===== src/rtl/ita_step_sequencer.sv =====
// rtl/ita_step_sequencer.sv - multi-head step and tile sequencer for ITA
//
// Walks the per-layer step sequence (Q,K,V,QK,AV,OW per head / F1,F2 / MatMul)
// and nests row, col and inner tile loops inside each step. Every tile command
// is offered to the datapath over a valid/ready handshake together with the
// requant-constant index for the step.
//
// Optional feature macro: ITA_SEQ_PERF_CNT_EN (busy-cycle and stall counters).
//
// Ports:
//   clk_i, rst_i                 clock, synchronous active-high reset
//   start_i                      start request, sampled only in Idle
//   layer_i                      layer mode
//   n_heads_i                    head count for Attention (0 -> 1, clamped to MaxHeads)
//   tile_s_i/e_i/p_i/f_i         tile counts (0 treated as 1)
//   tile_valid_o, tile_ready_i   command handshake
//   step_o, head_o               current step and head
//   row_o, col_o, inner_o        current tile indices
//   first_inner_o, last_inner_o  inner loop at first / last index
//   requant_idx_o                index into per-step requant arrays
//   busy_o, done_o               not Idle / one-cycle completion pulse
//   cycles_o, stalls_o           performance counters (0 when feature disabled)

package ita_seq_pkg;

  typedef enum logic [1:0] {
    LAYER_ATTENTION,
    LAYER_FEEDFORWARD,
    LAYER_LINEAR,
    LAYER_SINGLE_ATTENTION
  } layer_e;

  typedef enum logic [3:0] {
    STEP_IDLE,
    STEP_Q,
    STEP_K,
    STEP_V,
    STEP_QK,
    STEP_AV,
    STEP_OW,
    STEP_F1,
    STEP_F2,
    STEP_MATMUL
  } step_e;

  function automatic int unsigned idx_width(input int unsigned n);
    return (n > 1) ? $clog2(n) : 1;
  endfunction

endpackage

module ita_step_sequencer
  import ita_seq_pkg::*;
#(
  parameter int unsigned MaxHeads  = 4,
  parameter int unsigned TileWidth = 32,
  parameter int unsigned HeadWidth = idx_width(MaxHeads)
) (
  input  logic                 clk_i,
  input  logic                 rst_i,
  input  logic                 start_i,
  input  layer_e               layer_i,
  input  logic [HeadWidth:0]   n_heads_i,
  input  logic [TileWidth-1:0] tile_s_i,
  input  logic [TileWidth-1:0] tile_e_i,
  input  logic [TileWidth-1:0] tile_p_i,
  input  logic [TileWidth-1:0] tile_f_i,
  output logic                 tile_valid_o,
  input  logic                 tile_ready_i,
  output step_e                step_o,
  output logic [HeadWidth-1:0] head_o,
  output logic [TileWidth-1:0] row_o,
  output logic [TileWidth-1:0] col_o,
  output logic [TileWidth-1:0] inner_o,
  output logic                 first_inner_o,
  output logic                 last_inner_o,
  output logic [2:0]           requant_idx_o,
  output logic                 busy_o,
  output logic                 done_o,
  output logic [31:0]          cycles_o,
  output logic [31:0]          stalls_o
);

  // Counts are stored as (count-1) so loop-end tests are plain equality.
  function automatic logic [TileWidth-1:0] count_m1(input logic [TileWidth-1:0] c);
    return (c == '0) ? '0 : c - TileWidth'(1);
  endfunction

  step_e                step_q, step_d;
  logic [HeadWidth-1:0] head_q, head_d;
  logic [TileWidth-1:0] row_q, row_d, col_q, col_d, inner_q, inner_d;
  logic [TileWidth-1:0] s_m1_q, s_m1_d, e_m1_q, e_m1_d, p_m1_q, p_m1_d, f_m1_q, f_m1_d;
  logic [HeadWidth-1:0] heads_m1_q, heads_m1_d;
  logic                 done_q, done_d;

  logic                 busy;
  logic                 handshake;
  logic [HeadWidth:0]   n_heads_clamped;
  logic [TileWidth-1:0] rows_m1, cols_m1, inner_m1;

  assign busy      = (step_q != STEP_IDLE);
  assign handshake = busy && tile_ready_i;

  // Loop bounds of the current step.
  always_comb begin
    rows_m1  = s_m1_q;
    cols_m1  = '0;
    inner_m1 = '0;
    case (step_q)
      STEP_Q, STEP_K, STEP_V, STEP_MATMUL: begin cols_m1 = p_m1_q; inner_m1 = e_m1_q; end
      STEP_QK: begin cols_m1 = s_m1_q; inner_m1 = p_m1_q; end
      STEP_AV: begin cols_m1 = p_m1_q; inner_m1 = s_m1_q; end
      STEP_OW: begin cols_m1 = e_m1_q; inner_m1 = p_m1_q; end
      STEP_F1: begin cols_m1 = f_m1_q; inner_m1 = e_m1_q; end
      STEP_F2: begin cols_m1 = e_m1_q; inner_m1 = f_m1_q; end
      default: rows_m1 = '0;
    endcase
  end

  always_comb begin
    n_heads_clamped = n_heads_i;
    if (n_heads_i == '0) begin
      n_heads_clamped = (HeadWidth+1)'(1);
    end else if (n_heads_i > (HeadWidth+1)'(MaxHeads)) begin
      n_heads_clamped = (HeadWidth+1)'(MaxHeads);
    end
  end

  always_ff @(posedge clk_i) begin
    if (rst_i) begin
      step_q     <= STEP_IDLE;
      head_q     <= '0;
      row_q      <= '0;
      col_q      <= '0;
      inner_q    <= '0;
      s_m1_q     <= '0;
      e_m1_q     <= '0;
      p_m1_q     <= '0;
      f_m1_q     <= '0;
      heads_m1_q <= '0;
      done_q     <= 1'b0;
    end else begin
      step_q     <= step_d;
      head_q     <= head_d;
      row_q      <= row_d;
      col_q      <= col_d;
      inner_q    <= inner_d;
      s_m1_q     <= s_m1_d;
      e_m1_q     <= e_m1_d;
      p_m1_q     <= p_m1_d;
      f_m1_q     <= f_m1_d;
      heads_m1_q <= heads_m1_d;
      done_q     <= done_d;
    end
  end

  always_comb begin
    step_d     = step_q;
    head_d     = head_q;
    row_d      = row_q;
    col_d      = col_q;
    inner_d    = inner_q;
    s_m1_d     = s_m1_q;
    e_m1_d     = e_m1_q;
    p_m1_d     = p_m1_q;
    f_m1_d     = f_m1_q;
    heads_m1_d = heads_m1_q;
    done_d     = 1'b0;

    if (!busy) begin
      if (start_i) begin
        s_m1_d  = count_m1(tile_s_i);
        e_m1_d  = count_m1(tile_e_i);
        p_m1_d  = count_m1(tile_p_i);
        f_m1_d  = count_m1(tile_f_i);
        head_d  = '0;
        row_d   = '0;
        col_d   = '0;
        inner_d = '0;
        heads_m1_d = '0;
        case (layer_i)
          LAYER_ATTENTION: begin
            step_d     = STEP_Q;
            heads_m1_d = HeadWidth'(n_heads_clamped - (HeadWidth+1)'(1));
          end
          LAYER_SINGLE_ATTENTION: step_d = STEP_Q;
          LAYER_FEEDFORWARD:      step_d = STEP_F1;
          default:                step_d = STEP_MATMUL;
        endcase
      end
    end else if (handshake) begin
      if (inner_q != inner_m1) begin
        inner_d = inner_q + TileWidth'(1);
      end else begin
        inner_d = '0;
        if (col_q != cols_m1) begin
          col_d = col_q + TileWidth'(1);
        end else begin
          col_d = '0;
          if (row_q != rows_m1) begin
            row_d = row_q + TileWidth'(1);
          end else begin
            row_d = '0;
            case (step_q)
              STEP_Q:  step_d = STEP_K;
              STEP_K:  step_d = STEP_V;
              STEP_V:  step_d = STEP_QK;
              STEP_QK: step_d = STEP_AV;
              STEP_AV: step_d = STEP_OW;
              STEP_F1: step_d = STEP_F2;
              STEP_OW: begin
                if (head_q != heads_m1_q) begin
                  head_d = head_q + HeadWidth'(1);
                  step_d = STEP_Q;
                end else begin
                  head_d = '0;
                  step_d = STEP_IDLE;
                  done_d = 1'b1;
                end
              end
              default: begin
                head_d = '0;
                step_d = STEP_IDLE;
                done_d = 1'b1;
              end
            endcase
          end
        end
      end
    end
  end

  always_comb begin
    requant_idx_o = 3'd0;
    case (step_q)
      STEP_K:  requant_idx_o = 3'd1;
      STEP_V:  requant_idx_o = 3'd2;
      STEP_QK: requant_idx_o = 3'd3;
      STEP_AV: requant_idx_o = 3'd4;
      STEP_OW: requant_idx_o = 3'd5;
      STEP_F1: requant_idx_o = 3'd6;
      STEP_F2: requant_idx_o = 3'd7;
      default: requant_idx_o = 3'd0;
    endcase
  end

  assign tile_valid_o  = busy;
  assign busy_o        = busy;
  assign done_o        = done_q;
  assign step_o        = step_q;
  assign head_o        = head_q;
  assign row_o         = row_q;
  assign col_o         = col_q;
  assign inner_o       = inner_q;
  assign first_inner_o = busy && (inner_q == '0);
  assign last_inner_o  = busy && (inner_q == inner_m1);

`ifdef ITA_SEQ_PERF_CNT_EN
  logic [31:0] cycles_q, stalls_q;
  logic        start_accept;

  assign start_accept = !busy && start_i;

  always_ff @(posedge clk_i) begin
    if (rst_i || start_accept) begin
      cycles_q <= '0;
      stalls_q <= '0;
    end else begin
      if (busy && (cycles_q != '1)) begin
        cycles_q <= cycles_q + 32'd1;
      end
      if (busy && !tile_ready_i && (stalls_q != '1)) begin
        stalls_q <= stalls_q + 32'd1;
      end
    end
  end

  assign cycles_o = cycles_q;
  assign stalls_o = stalls_q;
`else
  assign cycles_o = '0;
  assign stalls_o = '0;
`endif

endmodule


===== config.mk =====
export PLATFORM = sky130hd
export DESIGN_NAME = ita_step_sequencer
export DESIGN_NICKNAME = d
export VERILOG_FILES = /design/src/rtl/ita_step_sequencer.sv
export SDC_FILE = /design/constraint.sdc
export NUM_CORES = 1
export LEC_CHECK = 0
export BUFFER_PORTS_ARGS = -buffer_cell sky130_fd_sc_hd__buf_4
export CORE_MARGIN = 2
export CORE_UTILIZATION = 60
export CTS_BUF_LIST = sky130_fd_sc_hd__clkbuf_8 sky130_fd_sc_hd__clkbuf_16
export CTS_CLUSTER_DIAMETER = 40
export CTS_CLUSTER_SIZE = 20
export DETAILED_ROUTE_END_ITERATION = 12
export PLACE_DENSITY = 0.88
export SETUP_SLACK_MARGIN = 0.3
export SLEW_MARGIN = 20
export SYNTH_ARGS = -nofsm -noshare
export SYNTH_HDL_FRONTEND = slang
export SYNTH_SLANG_ARGS = --single-unit

===== constraint.sdc =====
create_clock -name clk_i -period 6.4 [get_ports clk_i]
set_input_delay 0.32 -clock clk_i [delete_from_list [all_inputs] [get_ports clk_i]]
set_output_delay 0.32 -clock clk_i [all_outputs]
set_load 0.01 [all_outputs]

* Yosys cells after proc, flatten, opt, wreduce, memory -nomap -nowiden
Index checks and enable logic that the tools add are counted.
Widths: inputs -> output; s select.
** Storage, ports and cells
- Register bits :: 233
- Output and inout port bits :: 174
** Cells by class
- $lt $le $gt $ge :: 1
- Eq/ne operators :: 21
- Mux-type cells :: 43
- Reductions and logical operators :: 26
- $add $sub $neg :: 9
- Bitwise gates (word level) :: 2
** Operators with widths (number)
- $mux 32 :: 18
- $pmux 32 s4 :: 2
- $logic_not 32->1 :: 5
- $sub 32x1->32 const B :: 4
- $add 32x1->32 const B :: 3
- $ne 32x32->1 :: 3
- $eq 32x32->1 :: 1
- $pmux 4 s7 :: 1
- $mux 4 :: 6
- $pmux 3 s7 :: 1
- $mux 2 :: 10
- $eq 4x3->1 const B :: 4
- $reduce_or 6->1 :: 2
- $reduce_or 5->1 :: 2
- $reduce_or 9->1 :: 1
- $eq 4x2->1 const B :: 2
- $eq 4x4->1 const B :: 2
- $ne 2x2->1 const B :: 4
- $pmux 4 s2 :: 1
- $reduce_and 6->1 :: 1
- $reduce_or 2->1 :: 3
- $reduce_and 5->1 :: 1
- $eq 4x1->1 const B :: 1
- $pmux 2 s2 :: 1
- 18 further kinds :: 23

* Longest topological paths before layout
Gate-level depths: netlist (run 1).
- Word-level depth :: 9
- Depth in mapped cells :: 17
- Gate-level depth less buffers :: 11

* Least setup slack after synthesis (run 1)
No wires, ideal clock.
- Path type :: reg2reg
- From :: register step_q[0], in the netlist step_o[0]
- To :: register row_q[28], in the netlist row_o[28]
- Arrival time :: 3.443 ns
- Stages on the path, launching flop included :: 15
- Period minus slack after synthesis :: 3.573 ns
- Slack :: 2.827 ns
- Path buffers :: 5
- Path through :: dfxtp_1 buf_6 a21boi_1 mux2_2 buf_6 buf_6 a2111oi_1 o22ai_1 or4_4 nor4_4 a21oi_2 buf_6 buf_2 o41ai_1 a21oi_1
** On the way
- Longest elaborated chain between the ends :: 9
** Ends and longest elaborated chain
- start: declaration :: line 89 : step_e step_q, step_d;
- start signal: assignment :: line 143 : step_q <= step_d;
- $eq 4x4->1 (tied with other cells) :: line 109 : case (step_q)
- $reduce_or 9->1 (no source line)
- $mux 32 :: line 109
- $ne 32x32->1 :: line 200 : if (row_q != rows_m1) begin
- $mux 32 :: line 200
- $mux 32 :: line 196 : if (col_q != cols_m1) begin
- $mux 32 :: line 192 : if (inner_q != inner_m1) begin
- $mux 32 :: line 191 : end else if (handshake) begin
- $mux 32 :: line 170 : if (!busy) begin
- end signal: assignment :: line 145 : row_q <= row_d;
- end: declaration :: line 91 : logic [TileWidth-1:0] row_q, row_d, col_q, col_d, inner_q, inner_d;
Parallel ways exist; a longest one is shown, timed or not. The select of a mux whose other input is x is not followed.
A chain may end at the register's enable or synchronous reset.

* Worst setup path in the final report (run 1)
- From :: register step_q[2], in the netlist step_o[2]
- To :: register col_q[31], in the netlist col_o[31]
** On the way
- Longest elaborated chain between the ends :: 8
** Ends and longest elaborated chain
- $eq 4x3->1 (tied with other cells) :: line 109
- $reduce_or 5->1 (no source line) or $reduce_or 2->1 (tied branches)
- $pmux 32 s4 :: line 109
- $ne 32x32->1 :: line 196
- $mux 32 :: line 196
- $mux 32 :: line 192
- $mux 32 :: line 191
- $mux 32 :: line 170
- end signal: assignment :: line 146 : col_q <= col_d;
- end: declaration :: line 91
Parallel ways exist; a longest one is shown, timed or not. The select of a mux whose other input is x is not followed.

==> impl_results.md, run 1 <==
- Status: finished, final reports clean
- CTS Hold Bufs: 0
- CP most frequent cell: buf_4
- Antenna violations before repair: 1
- CP Class: flip-flop to flip-flop
- Synth Warn #: 0
- RSZ-0062 raised after global routing: false
- First-pass GRT wire length: 109000 um
- Core outline area: 29700 um^2
- Initial Util: 0.610
- Element type at the critical path end: flip-flop
- CP required: 6.81 ns
- Worst R2R Start: step_o[2]
- Worst setup SP type: flip-flop
- Seq/Total Area, Yosys: 0.257
- CTS clock-pin slew for the worst setup and hold paths: 0.06 ns
- CTS tree: yes
- FP Rows: 63
- Post-Synth Simple-Gate Area: 0.275
- Post-synthesis compound-gate area fraction: 0.287
- Gr usage total: 0.450
- Cell Pwr Density: 344 nW/um^2
- CTS max path bufs: 3
- Die H: 178 um
- Setup_tns: 0 ns
- Power, Total: 0.00713 W
- Max-slew violations: 0
- Vias in the first global route: 18600
- Number of DRC markers in iteration 0: 2577
- Global route total overflow: 0
- Distinct cell type count after synthesis: 76
- DIE WIDTH: 178 um
- Worst slew pin tran: 1.08 ns
- Critical path's top delay family: simple AND/OR/NAND/NOR gates
- Max_cap viols: 0
- Maximum net fanout on the critical path: 66
- DRC: 0
- Mapped Cells: 2394
- Post-synthesis xor/xnor area fraction: 0.0754
- Cts bufs inserted: 31
- I/O Pins: 311
- Worst hold path startpoint: tile_f_i[30]
- I/O Buffers: 246
- Worst Hold Class: input port to flip-flop
- Most common cell after layout, fill and taps aside: buf_4
- Synth Area in Adders: 0.00552
- Final Hold Violating Endpoints: 0
- Clock root buffer: clkbuf_16
- Routed Antenna Nets: 0
- Cell-by-cell trace of the critical path: buf_4, nor4bb_4, buf_4, nand3_1, o211ai_1, o22ai_1, nor4_1, nand4_1, a21oi_1, buf_4, a31o_2, a21oi_1
- Largest net degree at the start of global routing: 94
- Crit-path slowest cell: nand4_1
- Grt met3 use: 0.0975
- F_max: 0.195 GHz
- Layout cells sized above 1: 0.152
- Worst Path Arrival: 5.54 ns
- Met2 Track Usage GR: 0.709
- Largest family of logic cells by synthesized area: compound AO/OA/AOI/OAI gates
- Final period util: 0.801
- Multiplexer area fraction after synthesis: 0.00345
- Clock skew: 0.0297 ns
- Post-CTS sizing: 0
- Peak VDD IR: 0.385 mV
- GR Util met1: 0.535
- Syn Std Cell Area: 18100 um^2
- Ys async rst share: 0
- Critical path buffers and inverters: 3
- Die ar.: 31600 um^2
- H-tree levels: 1
- Busiest metal layer after global routing: met2
- Skew-Pair Late Insertion Delay: 0.58 ns
- Register area: 4670 um^2
- Relative slew slack: 0.276
- Synth Register Bits: 233
- Post-CTS Setup Bufs: 0
- Commonest cells after routing, fill and taps aside: buf_4 (269), nor2_1 (252), dfxtp_1 (229)
- Fin nets: 2624
- Routed wire length per instance: 25.5 um
- # setup viols final: 0
- Area Overhead vs Synth: 14.4%
- Ys flop type: dfxtp_1
- Syn Area/Cell: 7.57 um^2
- Final WL: 73800 um
- Drt pass-1 iters: 6
- Vias per cell: 7.02
- Crit path time final: 5.13 ns
- Final HPWL DP: 53600 um
- Multi-input combinational cell area: 12100 um^2
- LEAKAGE: 8.09 nW
- Gpl congestion: 1.04
- Post-synth EDFFs: 0
- Setup crit start: step_o[2]
- Fillers: 2405
- R2R setup slack: 1.27 ns
- Vias: 20300
- Critical path's largest stage delay: 0.77 ns
- Clock sinks: 233
-- where the power goes --
| group | switching [W] | total [W] | internal (W) |
|---|---|---|---|
| clock | 0.000719 | 0.00189 | 0.00117 |
| combinational | 0.00207 | 0.00299 | 0.000925 |
| sequential | 0.000590 | 0.00226 | 0.00167 |
-- area by class of cell --
cell class                 count  area share
antenna                        2    0.000241
clock buffer                  33      0.0387
clock inverter                23      0.0157
inverter                      88      0.0159
multi-input combinational   1854       0.581
sequential                   233       0.225
tap                          390      0.0235
timing repair buffer         271      0.0993
-- layer usage --
metal  vias to the layer above  wire, um
met5                         -        14
li1                       9055         -
met1                      9558     26200
met4                         2      6410
met3                       321      8690
met2                      1374     32500
-- cells in the mapped netlist, types with 45 or more instances --
cell      number  area share
nor2_1       255       0.053
dfxtp_1      233        0.26
clkbuf_1     159       0.033
a21oi_1      157       0.043
nand2_1      127       0.026
a22oi_1      125       0.052
xor2_1        91       0.044
inv_1         86       0.018
nand3_1       68       0.019
buf_4         67       0.028
nor3_1        67       0.018
xnor2_1       65       0.031
o211a_1       62       0.034
o211ai_1      60       0.025
and3_1        53       0.018
o21ai_0       47       0.013
nor4bb_1      45       0.025
-- flip-flops by register name, indices dropped and copies added (netlist names) --
name,cells
col_o,32
e_m1_q,32
step_o,4
s_m1_q,32
p_m1_q,32
head_o,2
done_o,1
inner_o,32
f_m1_q,32
heads_m1_q,2
row_o,32
-- kinds of logic after synthesis --
family          count (synthesis)
simple gates                  901
fa+ha+maj                       8
flops                         233
buf+inv                       370
mux                             6
compound gates                719
xor+xnor                      156
other cells                     1
-- tightest hold or removal path, cell delays in order --
cell and delay, ns:
buf_4 0.10, or4_1 0.10, a311oi_1 0.07
-- worst paths after layout --
kind                                      end  depth (start not counted)
worst max-delay path                col_o[31]                         12
worst min-delay path               f_m1_q[30]                          3
worst max register to register      col_o[31]                         12
worst min register to register  heads_m1_q[1]                          2
-- through the flow --
stage	cell area, um^2	std cells	hold WS, ns	utilization	setup WS (ns)
after floorplan	18400	2457	0.479	-	2.83
after detailed placement	19600	2836	0.522	0.659	1.59
after global routing	20700	2892	0.0818	0.698	1.07
after global placement	19600	2836	0.502	0.659	1.59
final	20700	2894	0.0593	0.698	1.27
after CTS	20700	2892	0.0394	0.697	1.55
Note: power is estimated with default switching activity, not from simulation.
==> run 2, diff against run 1 <==
--- a/config.mk
+++ b/config.mk
@@ -5,14 +5,15 @@
 export SDC_FILE = /design/constraint.sdc
 export NUM_CORES = 1
 export LEC_CHECK = 0
+export ABC_AREA = 1
 export BUFFER_PORTS_ARGS = -buffer_cell sky130_fd_sc_hd__buf_4
 export CORE_MARGIN = 2
-export CORE_UTILIZATION = 60
+export CORE_UTILIZATION = 58
 export CTS_BUF_LIST = sky130_fd_sc_hd__clkbuf_8 sky130_fd_sc_hd__clkbuf_16
 export CTS_CLUSTER_DIAMETER = 40
 export CTS_CLUSTER_SIZE = 20
 export DETAILED_ROUTE_END_ITERATION = 12
-export PLACE_DENSITY = 0.88
+export PLACE_DENSITY = 0.85
 export SETUP_SLACK_MARGIN = 0.3
 export SLEW_MARGIN = 20
 export SYNTH_ARGS = -nofsm -noshare
==> constraint.sdc (replaced) <==
create_clock -name clk_i -period 5.2 [get_ports clk_i]
set_input_delay 0.26 -clock clk_i [delete_from_list [all_inputs] [get_ports clk_i]]
set_output_delay 0.26 -clock clk_i [all_outputs]
set_load 0.01 [all_outputs]
==> impl_results.md, run 2 <==
- Mapped Cells: 3069 (+28%)
- Layout cells sized above 1: 0.115 (-0.0373)
- Reg2Reg Depth: 19 (+7)
- Most common cell after layout, fill and taps aside: nand2_1
- Share of the synthesized area in the top cell type: 0.262 (+0.00437)
- Element type at the critical path end: flip-flop
- Cts bufs inserted: 35 (+13%)
- Maximum net fanout on the critical path: 74 (+12%)
- Syn Area/Cell: 5.81 um^2 (-23%)
- Fin nets: 3406 (+30%)
- Area Overhead vs Synth: 17.2%
- Vias in the first global route: 19300 (+3.4%)
- Hold path depth: 4 (+1)
- Worst Hold Class: input port to flip-flop
- Initial Util: 0.586 (-0.0242)
- Cell taking the most area after synthesis: dfxtp_1
- Peak VDD IR: 0.360 mV (-6.6%)
- Skew-Pair Late Insertion Delay: 0.53 ns (-0.05 ns)
- F_max: 0.226 GHz (+16%)
- Top cells by area, synth: dfxtp_1 (26%), nand2_1 (19%), nor2_1 (9.2%)
- Top cells by count, synth: nand2_1 (908), nor2_1 (437), inv_1 (308)
- Max_cap viols: 0 (unchanged)
- LEAKAGE: 9.00 nW (+11%)
- Syn Std Cell Area: 17800 um^2 (-1.7%)
- Vias: 21800 (+7.3%)
- Antenna violations before repair: 2 (+1)
- Ys async rst share: 0 (unchanged)
- Relative slew slack: 0.215 (-0.0613)
- CTS clock-pin slew for the worst setup and hold paths: 0.08 ns (+0.02 ns)
- Final WL: 71900 um (-2.6%)
- Synth Warn #: 0 (unchanged)
- Synth Register Bits: 233 (unchanged)
- I/O Buffers: 246 (unchanged)
- Seq/Total Area, Yosys: 0.262 (+0.00437)
- Final Hold Violating Endpoints: 0 (unchanged)
- Routed Antenna Nets: 0 (unchanged)
- Most common cell in the netlist: nand2_1
- CP Class: flip-flop to flip-flop
- Clock skew: 0.0216 ns (-0.00810 ns)
- Worst setup SP type: flip-flop
- DRC: 0 (unchanged)
- Number of DRC markers in iteration 0: 2878 (+12%)
- Worst Path Arrival: 4.88 ns (-0.66 ns)
- Routed wire length per instance: 19.5 um (-24%)
- RSZ-0062 raised after global routing: false
- Gpl congestion: 1.07 (+2.8%)
- Drt pass-1 iters: 6 (unchanged)
- Status: finished, final reports clean
- Commonest cells after routing, fill and taps aside: nand2_1 (906), nor2_1 (435), inv_1 (309)
- Distinct cell type count after synthesis: 45 (-41%)
- CP required: 5.65 ns (-1.16 ns)
- Gr usage total: 0.437 (-0.0136)
- Cell Pwr Density: 471 nW/um^2 (+37%)
- Clock sinks: 233 (unchanged)
- DIE WIDTH: 179 um (+0.84%)
- Ys flop type: dfxtp_1
- Die H: 179 um (+0.84%)
- Largest net degree at the start of global routing: 97 (+3.2%)
- Die ar.: 32200 um^2 (+1.7%)
- Final HPWL DP: 56700 um (+5.9%)
- Clock root buffer: clkbuf_16
- Final Hold Slack: 0.0364 ns (-0.0230 ns)
- Max-slew violations: 0 (unchanged)
- CTS max path bufs: 3 (unchanged)
- # setup viols final: 0 (unchanged)
- FP Rows: 64 (+1.6%)
- Vias per cell: 5.91 (-16%)
- I/O Pins: 311 (unchanged)
- Crit path time final: 4.43 ns (-0.699 ns)
- Final period util: 0.852 (+0.0506)
- Global route total overflow: 0 (unchanged)
- CTS tree: yes
- Worst slew pin tran: 1.18 ns (+0.0946 ns)
- First-pass GRT wire length: 108000 um (-0.80%)
- Core outline area: 30400 um^2 (+2.4%)
- Post-synth EDFFs: 0 (unchanged)
- H-tree levels: 2 (+1)
- Setup_tns: 0 ns (unchanged)
- Post-CTS Setup Bufs: 0 (unchanged)
-- run 2: changes by cell type in the layout (fill, tap and decap cells not counted), moves of 43 or more --
cell	change
o211ai_1	-58
nor4bb_1	-44
nand3_1	+193
or4_1	-43
inv_1	+222
nand2_1	+780
o211a_1	-62
nand4_1	+49
a22oi_1	-121
and3_1	-51
nor2_1	+183
-- run 2: logic make-up (layout without fill, tap and decap cells) --
group	after synthesis	in the layout	share of synthesized area
simple gates	1896	1896	0.455
xor+xnor	131	131	0.0644
flops	233	233	0.262
compound gates	310	310	0.0928
buf+inv	490	646	0.121
fa+ha+maj	8	8	0.00561
other cells	1	65	0.000210
-- run 2: path summary, 6_finish.rpt --
check,to,start,slack (ns)
worst max-delay path,step_o[2],step_o[2],0.77
worst min-delay path,f_m1_q[0],tile_f_i[0],0.04
worst max register to register,step_o[2],step_o[2],0.77
worst min register to register,s_m1_q[18],s_m1_q[18],0.47
-- run 2: critical path, cell delays in order (launching register included) --
cell and delay (ns):
dfxtp_1 0.37, inv_1 0.12, nor2_2 0.04, buf_4 0.19
nand2_1 0.34, nand3_2 0.66, nand2_1 0.27, nand3_1 0.10
nand2_1 0.09, nand2_1 0.07, nor2_1 0.12, nand2_1 0.06
nor2_1 0.17, nand2_1 0.23, a21oi_4 0.18, buf_4 0.60
nand3_1 0.37, nand2_1 0.14, inv_1 0.04, nor2_1 0.12
-- run 2: per-stage QoR --
step | total power [W] | std cells | utilization | setup WS, ns | instance area, um^2
final | 0.00985 | 3685 | 0.687 | 0.770 | 20900
after global placement | 0.00702 | 3620 | 0.645 | 1.02 | 19600
after detailed placement | 0.00713 | 3620 | 0.645 | 0.743 | 19600
after CTS | 0.00963 | 3684 | 0.687 | 0.722 | 20900
after global routing | 0.0103 | 3684 | 0.687 | 0.446 | 20900
after floorplan | 0.00566 | 3132 | - | 2.63 | 18100
-- run 2: cell type report --
class | instances | area, um^2
antenna | 1 | 2.50
clock buffer | 38 | 928
clock inverter | 26 | 323
fill | 2718 | 9530
inverter | 312 | 1170
multi-input combinational | 2409 | 11300
sequential | 233 | 4660
tap | 396 | 495
timing repair buffer | 270 | 2030
-- run 2: routing by layer --
layer  GRT usage  vias to the layer above  wire, um
li1            -                    10200         -
met1       0.588                     9915     28500
met2       0.666                     1472     30500
met3      0.0949                      250      9080
met4       0.204                        0      3800
met5           0                        -         0
-- run 2: timing repair --
| item | CTS | global route |
|---|---|---|
| resized for setup | 0 | 1 |
| hold buffers | 0 | 0 |
| setup endpoints to repair | 0 | 15 |
-- run 2: report_power, final --
| part | switching (W) | leakage [nW] | total [W] | internal [W] |
|---|---|---|---|---|
| Sequential | 0.000498 | 1.90 | 0.00257 | 0.00207 |
| Combinational | 0.00341 | 6.48 | 0.00476 | 0.00135 |
| Clock | 0.00101 | 0.615 | 0.00252 | 0.00151 |
